--- config.mk ---
export PLATFORM = sky130hd
export DESIGN_NAME = writeback_stage
export DESIGN_NICKNAME = d
export VERILOG_FILES = /design/src/rtl/writeback_stage.sv
export SDC_FILE = /design/constraint.sdc
export NUM_CORES = 1
export LEC_CHECK = 0
export CAP_MARGIN = 10
export CORE_MARGIN = 4
export CORE_UTILIZATION = 38
export DETAILED_ROUTE_END_ITERATION = 10
export PLACE_DENSITY = 0.66
export SKIP_CTS_REPAIR_TIMING = 1
export SLEW_MARGIN = 20
export SYNTH_ARGS = -nofsm -noshare
export SYNTH_HDL_FRONTEND = slang
export SYNTH_SLANG_ARGS = --single-unit
export TNS_END_PERCENT = 30
--- constraint.sdc ---
create_clock -name clk -period 2.9 [get_ports clk]
set_clock_uncertainty 0.2 [all_clocks]
set_input_delay 0.725 -clock clk [delete_from_list [all_inputs] [get_ports clk]]
set_output_delay 0.725 -clock clk [all_outputs]
set_load 0.01 [all_outputs]
--- src/rtl/writeback_stage.sv ---
// MEM/WB pipeline register and register-file write formatter.
// Optional macro WB_RETIRE_CNT_EN adds the retire_cnt write counter output.
module writeback_stage #(
    parameter logic [4:0]  LINK_REG    = 5'd31,
    parameter logic [31:0] LINK_OFFSET = 32'd8
) (
    input  logic        clk,
    input  logic        rst_n,
    input  logic        flush,
    input  logic        d_valid,
    input  logic        d_regwrite,
    input  logic        d_mem2reg,
    input  logic        d_jal,
    input  logic [1:0]  d_fpoint,
    input  logic [1:0]  d_dsize,
    input  logic        d_loadext,
    input  logic [4:0]  d_rd,
    input  logic [31:0] d_pc,
    input  logic [31:0] d_aluresult,
    input  logic [31:0] d_alulo,
    input  logic [31:0] d_memdata,
    input  logic [31:0] d_memlo,
    output logic        busy,
    output logic [4:0]  rw,
    output logic [31:0] busW,
    output logic        wrenable,
    output logic [1:0]  fpoint
`ifdef WB_RETIRE_CNT_EN
    ,
    output logic [31:0] retire_cnt
`endif
);

    // state  | meaning
    // FIRST  | normal write, or high half of a double (busy=1)
    // SECOND | low half of a double; stage register reloads at this edge
    typedef enum logic {FIRST, SECOND} state_t;

    state_t      state, state_nxt;
    logic        r_valid, r_regwrite, r_mem2reg, r_jal, r_loadext;
    logic [1:0]  r_fpoint, r_dsize;
    logic [4:0]  r_rd;
    logic [31:0] r_pc, r_aluresult, r_alulo, r_memdata, r_memlo;
    logic [1:0]  fp_eff;
    logic        is_double;
    logic [7:0]  byte_lane;
    logic [15:0] half_lane;
    logic [31:0] load_fmt;

    always_ff @(posedge clk) begin
        if (!rst_n) begin
            state       <= FIRST;
            r_valid     <= 1'b0;
            r_regwrite  <= 1'b0;
            r_mem2reg   <= 1'b0;
            r_jal       <= 1'b0;
            r_loadext   <= 1'b0;
            r_fpoint    <= 2'b00;
            r_dsize     <= 2'b00;
            r_rd        <= 5'd0;
            r_pc        <= 32'd0;
            r_aluresult <= 32'd0;
            r_alulo     <= 32'd0;
            r_memdata   <= 32'd0;
            r_memlo     <= 32'd0;
        end else begin
            state <= state_nxt;
            if (!busy) begin
                r_valid     <= d_valid & ~flush;
                r_regwrite  <= d_regwrite;
                r_mem2reg   <= d_mem2reg;
                r_jal       <= d_jal;
                r_loadext   <= d_loadext;
                r_fpoint    <= d_fpoint;
                r_dsize     <= d_dsize;
                r_rd        <= d_rd;
                r_pc        <= d_pc;
                r_aluresult <= d_aluresult;
                r_alulo     <= d_alulo;
                r_memdata   <= d_memdata;
                r_memlo     <= d_memlo;
            end
        end
    end

    // Big-endian lanes: byte address 0 is the most significant byte.
    always_comb begin
        case (r_aluresult[1:0])
            2'd0:    byte_lane = r_memdata[31:24];
            2'd1:    byte_lane = r_memdata[23:16];
            2'd2:    byte_lane = r_memdata[15:8];
            default: byte_lane = r_memdata[7:0];
        endcase
        half_lane = r_aluresult[1] ? r_memdata[15:0] : r_memdata[31:16];
        case (r_dsize)
            2'b00:   load_fmt = {{24{r_loadext & byte_lane[7]}}, byte_lane};
            2'b01:   load_fmt = {{16{r_loadext & half_lane[15]}}, half_lane};
            default: load_fmt = r_memdata;
        endcase
    end

    // jal is always an integer write, and reserved 11 folds onto the integer file.
    assign fp_eff    = (r_jal || r_fpoint == 2'b11) ? 2'b00 : r_fpoint;
    assign is_double = r_valid & r_regwrite & (fp_eff == 2'b10);

    always_comb begin
        state_nxt = state;
        busy      = 1'b0;
        fpoint    = fp_eff;
        rw        = r_jal ? LINK_REG : r_rd;
        busW      = r_jal ? (r_pc + LINK_OFFSET) : (r_mem2reg ? load_fmt : r_aluresult);
        wrenable  = r_valid & r_regwrite & ~((fp_eff == 2'b00) & (rw == 5'd0));
        case (state)
            FIRST: begin
                if (is_double) begin
                    rw        = {r_rd[4:1], 1'b0};
                    busW      = r_mem2reg ? r_memdata : r_aluresult;
                    wrenable  = 1'b1;
                    busy      = 1'b1;
                    state_nxt = SECOND;
                end
            end
            SECOND: begin
                rw        = {r_rd[4:1], 1'b1};
                busW      = r_mem2reg ? r_memlo : r_alulo;
                wrenable  = 1'b1;
                state_nxt = FIRST;
            end
            default: state_nxt = FIRST;
        endcase
    end

`ifdef WB_RETIRE_CNT_EN
    always_ff @(posedge clk) begin
        if (!rst_n)
            retire_cnt <= 32'd0;
        else if (wrenable)
            retire_cnt <= retire_cnt + 32'd1;
    end
`endif

endmodule

# == After elaboration in Yosys (flattened, before gate mapping) ==
# Index checks and enable logic that the tools add are counted.
# totals
word_cells,53
register_bits,175
# op_classes
n_addsub,1
bitwise_logic,10
n_eq_ne,5
muxes,18
reduce_logical,5
# op_table
op,count
$mux W32,5
$pmux W32 S2,2
$add A32 B4 Y32 const B,1
$pmux W8 S3,1
$mux W16,1
$mux W5,2
$pmux W5 S2,1
$and A1 B1 Y1,7
$eq A2 B2 Y1 const B,3
$logic_not A2 Y1,3
$logic_not A5 Y1,1
$eq A2 B1 Y1 const B,2
$pmux W1 S2,2
$mux W1,3
$not A1 Y1,3
$mux W2,1
$logic_or A1 B1 Y1,1

# == Logic depth before layout (Yosys ltp) ==
# depth
depth_word,9
ltp_mapped,9
mapped_depth_nobuf,7

# == Worst setup path before layout ==
# Ideal clock, no wire load.
# synth_timing
path_kind,register to output
start,reg r_pc[3]
end,out busW[31]
t_arrival_ps,1985
stages_incl_launch_ff,8
t_required_ps,1975
setup_slack_ps,-10
cell_sequence,dfxtp_1 ha_1 clkbuf_1 nand4_1 nor4_4 nand4_1 xor2_1 a221oi_1
# synth_via
elab_chain_len,4
# synth_lines
element,line_no,rtl
from (decl),43,"logic [31:0] r_pc, r_aluresult, r_alulo, r_memdata, r_memlo;"
from (signal assigned),77,r_pc <= d_pc;
$add A32 B4 Y32,111,busW = r_jal ? (r_pc + LINK_OFFSET) : (r_mem2reg ? load_fmt : r_aluresult);
$mux W32,111,
$mux W32,115,if (is_double) begin
$pmux W32 S2,113,case (state)
to (decl),25,"output logic [31:0] busW,"
# Every way passes these cells.

# == Worst setup path after layout ==
# layout_timing
start,reg r_aluresult[1]
end,out busW[7]
# layout_via
elab_chain_len,7
word_cells_on_any_way,10
# layout_lines
element,line_no,rtl
from (decl),43,
from (signal assigned),78,r_aluresult <= d_aluresult;
"$eq A2 B2 Y1, or another cell as far along",88,case (r_aluresult[1:0])
$pmux W8 S3,88,
$pmux W32 S2 *,95,case (r_dsize)
$mux W32 * (2 in a row),111,
$mux W32 *,115,
$pmux W32 S2 *,113,
# Mark *: on every way between the ends. The rest lies on a longest branch, timed or not.

==> results.rst <==
.. list-table::
   :header-rows: 1

   * - Metric
     - Value
   * - Vertical die dimension
     - 165 um
   * - YS warnings
     - 0
   * - Area delta synth->final
     - 50.8%
   * - Seq/Total Area, Yosys
     - 37.2%
   * - Final Routed Wirelength
     - ~34000 um
   * - Cell with the most instances after synthesis
     - sky130_fd_sc_hd__nand2_1
   * - Number of remaining DRC errors
     - 0
   * - Final-stage net count
     - 1696
   * - Slowest cell on the critical path
     - sky130_fd_sc_hd__dfxtp_4
   * - Setup slack of the most critical reg-to-reg path
     - 770 ps
   * - Number of enable flip-flop cells after synthesis
     - 0
   * - Depth of the worst register-to-register path
     - 8
   * - Startpoint of the most critical register-to-register path
     - r_fpoint[0]
   * - Final GP Congestion
     - between 0.9 and 1
   * - Fmax
     - between 300 and 400 MHz
   * - Std-Cell Core Area
     - about 24000 um^2
   * - Latest clock arrival within the worst-skew pair
     - 420 ps
   * - Cell type with the largest total area after synthesis
     - sky130_fd_sc_hd__dfxtp_1
   * - Endpoints failing setup
     - 32
   * - Highest fanout seen on the critical path
     - 4
   * - Area of the mapped netlist
     - 9410 um^2
   * - Tightest Pin Transition
     - 550 ps
   * - Count of vias placed by the detailed router
     - 9822
   * - CP required
     - approximately 2000 ps
   * - Antenna-violating nets left
     - 0
   * - Total negative slack
     - -7290 ps
   * - Clock tree from TritonCTS
     - built
   * - Number of input and output port buffers inserted
     - 217
   * - Outcome
     - finished, violations left
   * - Number of endpoints with negative hold slack in the final report
     - 0
   * - Critical Setup Path Class
     - register to primary output
   * - GR Overflow Total
     - 0
   * - Number of H-tree levels
     - 4
   * - Setup repair after global routing missed its margin
     - yes
   * - Data arrival time of the critical path
     - 2410 ps
   * - Category of the worst setup path launch point
     - register
   * - Cell row count
     - 57
   * - Final worst path period need
     - 3330 ps
   * - Floorplan die area
     - roughly 27000 um^2
   * - P_leak
     - 6.05 nW
   * - Layout Utilization
     - 58.4%
   * - Count of pins over their slew limit
     - 0
   * - First drt pass iteration count
     - 5
   * - Leading register cell type out of synthesis
     - sky130_fd_sc_hd__dfxtp_1
   * - Largest buffer count on any clock path
     - 2
   * - Worst Setup SP
     - r_aluresult[1]
   * - Count of antenna diodes in the layout
     - 0
   * - Layout cell share with drive strength beyond 1
     - 24.5%
   * - Die Span X
     - 165 um
   * - Average cell area after synthesis
     - 7.86 um^2
   * - Initial drt markers
     - around 700
   * - Max IR drop VDD
     - 344 uV
   * - Overall routing resource usage
     - a little under a quarter
   * - Synth top area share
     - a little under two fifths
   * - Fraction of registers with async set or reset after synthesis
     - 0%
   * - Worst min-delay path category
     - register to register
   * - Clock-pin slew of the registers on the worst-case setup and hold paths
     - approximately 70 ps
   * - CP cell instances
     - buf_6 > mux2i_4 > buf_4 > nor4_1 > a221oi_1 > a31oi_1 > or3_1 > clkbuf_2
   * - Cell types with the highest counts after synthesis
     - sky130_fd_sc_hd__nand2_1 (363), sky130_fd_sc_hd__dfxtp_1 (175), sky130_fd_sc_hd__a21boi_0 (127)
   * - CTS Sinks
     - 175
   * - Smallest setup slack after layout
     - -431 ps
   * - Power density over the cells
     - roughly 440 nW/um^2
   * - Initial antenna violation count
     - 1
   * - Worst max-slew margin expressed relative to the limit
     - a little over three fifths
   * - Maximum number of pins on one net before global-route repair
     - 89
   * - Net count after synthesis
     - 1376
   * - Number of flip-flops and latches in the synthesized netlist
     - roughly 180
   * - Effective utilization at floorplan
     - 38.7%
   * - Share of the clock period used by the worst path after layout
     - 115%
   * - Number of global-route vias before repair
     - 9340
   * - Cell types occupying the most area after synthesis
     - sky130_fd_sc_hd__dfxtp_1 (37%), sky130_fd_sc_hd__nand2_1 (14%), sky130_fd_sc_hd__a21boi_0 (10%)
   * - Total CTS buffers
     - 17
   * - CTS root buf
     - sky130_fd_sc_hd__clkbuf_16
   * - Cells after synthesis
     - 1198
   * - Count of boundary I/O pins
     - 218
   * - Critical path's largest stage delay
     - between 300 and 400 ps
   * - Number of distinct standard cells referenced by the synthesized netlist
     - 65
   * - CP Capture Type
     - primary output
   * - Maximum capacitance violations
     - 0
   * - Vias per std cell
     - 5.29
   * - End of the critical path
     - busW[7]
   * - Violations in the final reports
     - setup timing
   * - Crit Reg-Reg Endpoint
     - r_aluresult[1]
   * - Average routed wire per standard cell
     - 18.5 um
   * - HPWL Detailed
     - between 20000 and 30000 um
   * - Wire length of the first global-routing pass
     - 50700 um
## worst max-delay path: cells and delay by family (launching register included)
family	cells	cell delay, ps
flip-flops	1	390
AND/OR/NAND/NOR	2	400
AO/OA/AOI/OAI	2	500
multiplexers	1	260
buffers and inverters	3	430
## metrics by stage
stage                     cell area [um^2]  cells  hold WS, ps  power, mW  setup WS, ps
after global placement               12900   1801          236       3.80          -336
after detailed placement             12900   1801          239       3.80          -361
after floorplan                       9420   1198          225       3.14          44.0
after global routing                 14200   1855          267       6.51          -529
final                                14200   1855          247       6.29          -431
after CTS                            13500   1833          249       6.23          -819
## area by class of cell
type | count | area (um^2)
clock inverter | 13 | 175
multi-input combinational | 914 | 5920
tap | 324 | 405
sequential | 175 | 3540
inverter | 11 | 53.8
timing repair buffer | 399 | 3650
clock buffer | 19 | 443
fill | 2191 | 10100
## layout by cell type, fill, tap and decap left out, drive strengths merged, types with 11 or more instances in the layout
cell	count
a21boi	173
a21oi	47
a22o	22
buf	200
clkbuf	30
clkdlybuf4s50	176
dfxtp	175
dlymetal6s2s	12
inv	15
mux2	26
mux2i	19
nand2	363
nand4	12
nor2	30
nor2b	26
o21ai	21
xnor2	11
## power by group
| group | leakage [nW] | total (mW) | switching (mW) | internal [mW] |
|---|---|---|---|---|
| clock | 0.301 | 2.45 | 1.05 | 1.40 |
| combinational | 4.28 | 1.20 | 0.524 | 0.673 |
| sequential | 1.47 | 2.64 | 0.105 | 2.54 |
| total | 6.05 | 6.29 | 1.68 | 4.61 |
## metal layers
metal | vias to the layer above | part of all wire (%) | track usage [%]
met5 | - | 0.038 | 0
met4 | 2 | 2.3 | 6.26
met3 | 48 | 5.5 | 4.42
met2 | 307 | 46 | 38.3
met1 | 4651 | 46 | 32.9
li1 | 4814 | - | -
## state kept, by name (all words and copies together) (netlist names), 2 cells and up
register	count
r_pc	32
r_memlo	32
r_alulo	32
r_rd	5
r_memdata	32
r_aluresult	32
r_fpoint	2
r_dsize	2
## how the worst min path moves through the flow
stage,slack (ps),depth (start not counted),from,endpoint
after detailed placement,240,2,r_aluresult[17],r_aluresult[17]
after floorplan,230,2,r_alulo[8],r_alulo[8]
final,250,2,r_aluresult[17],r_aluresult[17]
after global routing,270,2,r_memlo[13],r_memlo[13]
after CTS,250,2,r_aluresult[17],r_aluresult[17]
after global placement,240,2,r_alulo[28],r_alulo[28]
## logic make-up (layout without fill, tap and decap cells)
family | after synthesis | count (layout) | synth area share, %
buffers and inverters | 109 | 442 | 4.96
XOR/XNOR | 19 | 19 | 1.77
adder cells (fa/ha/maj) | 1 | 1 | 0.133
flip-flops | 175 | 175 | 37.2
AND/OR/NAND/NOR | 492 | 492 | 22.9
multiplexers | 45 | 45 | 5.13
AO/OA/AOI/OAI | 357 | 357 | 27.8
No activity file was read; power rests on OpenSTA's default activity.
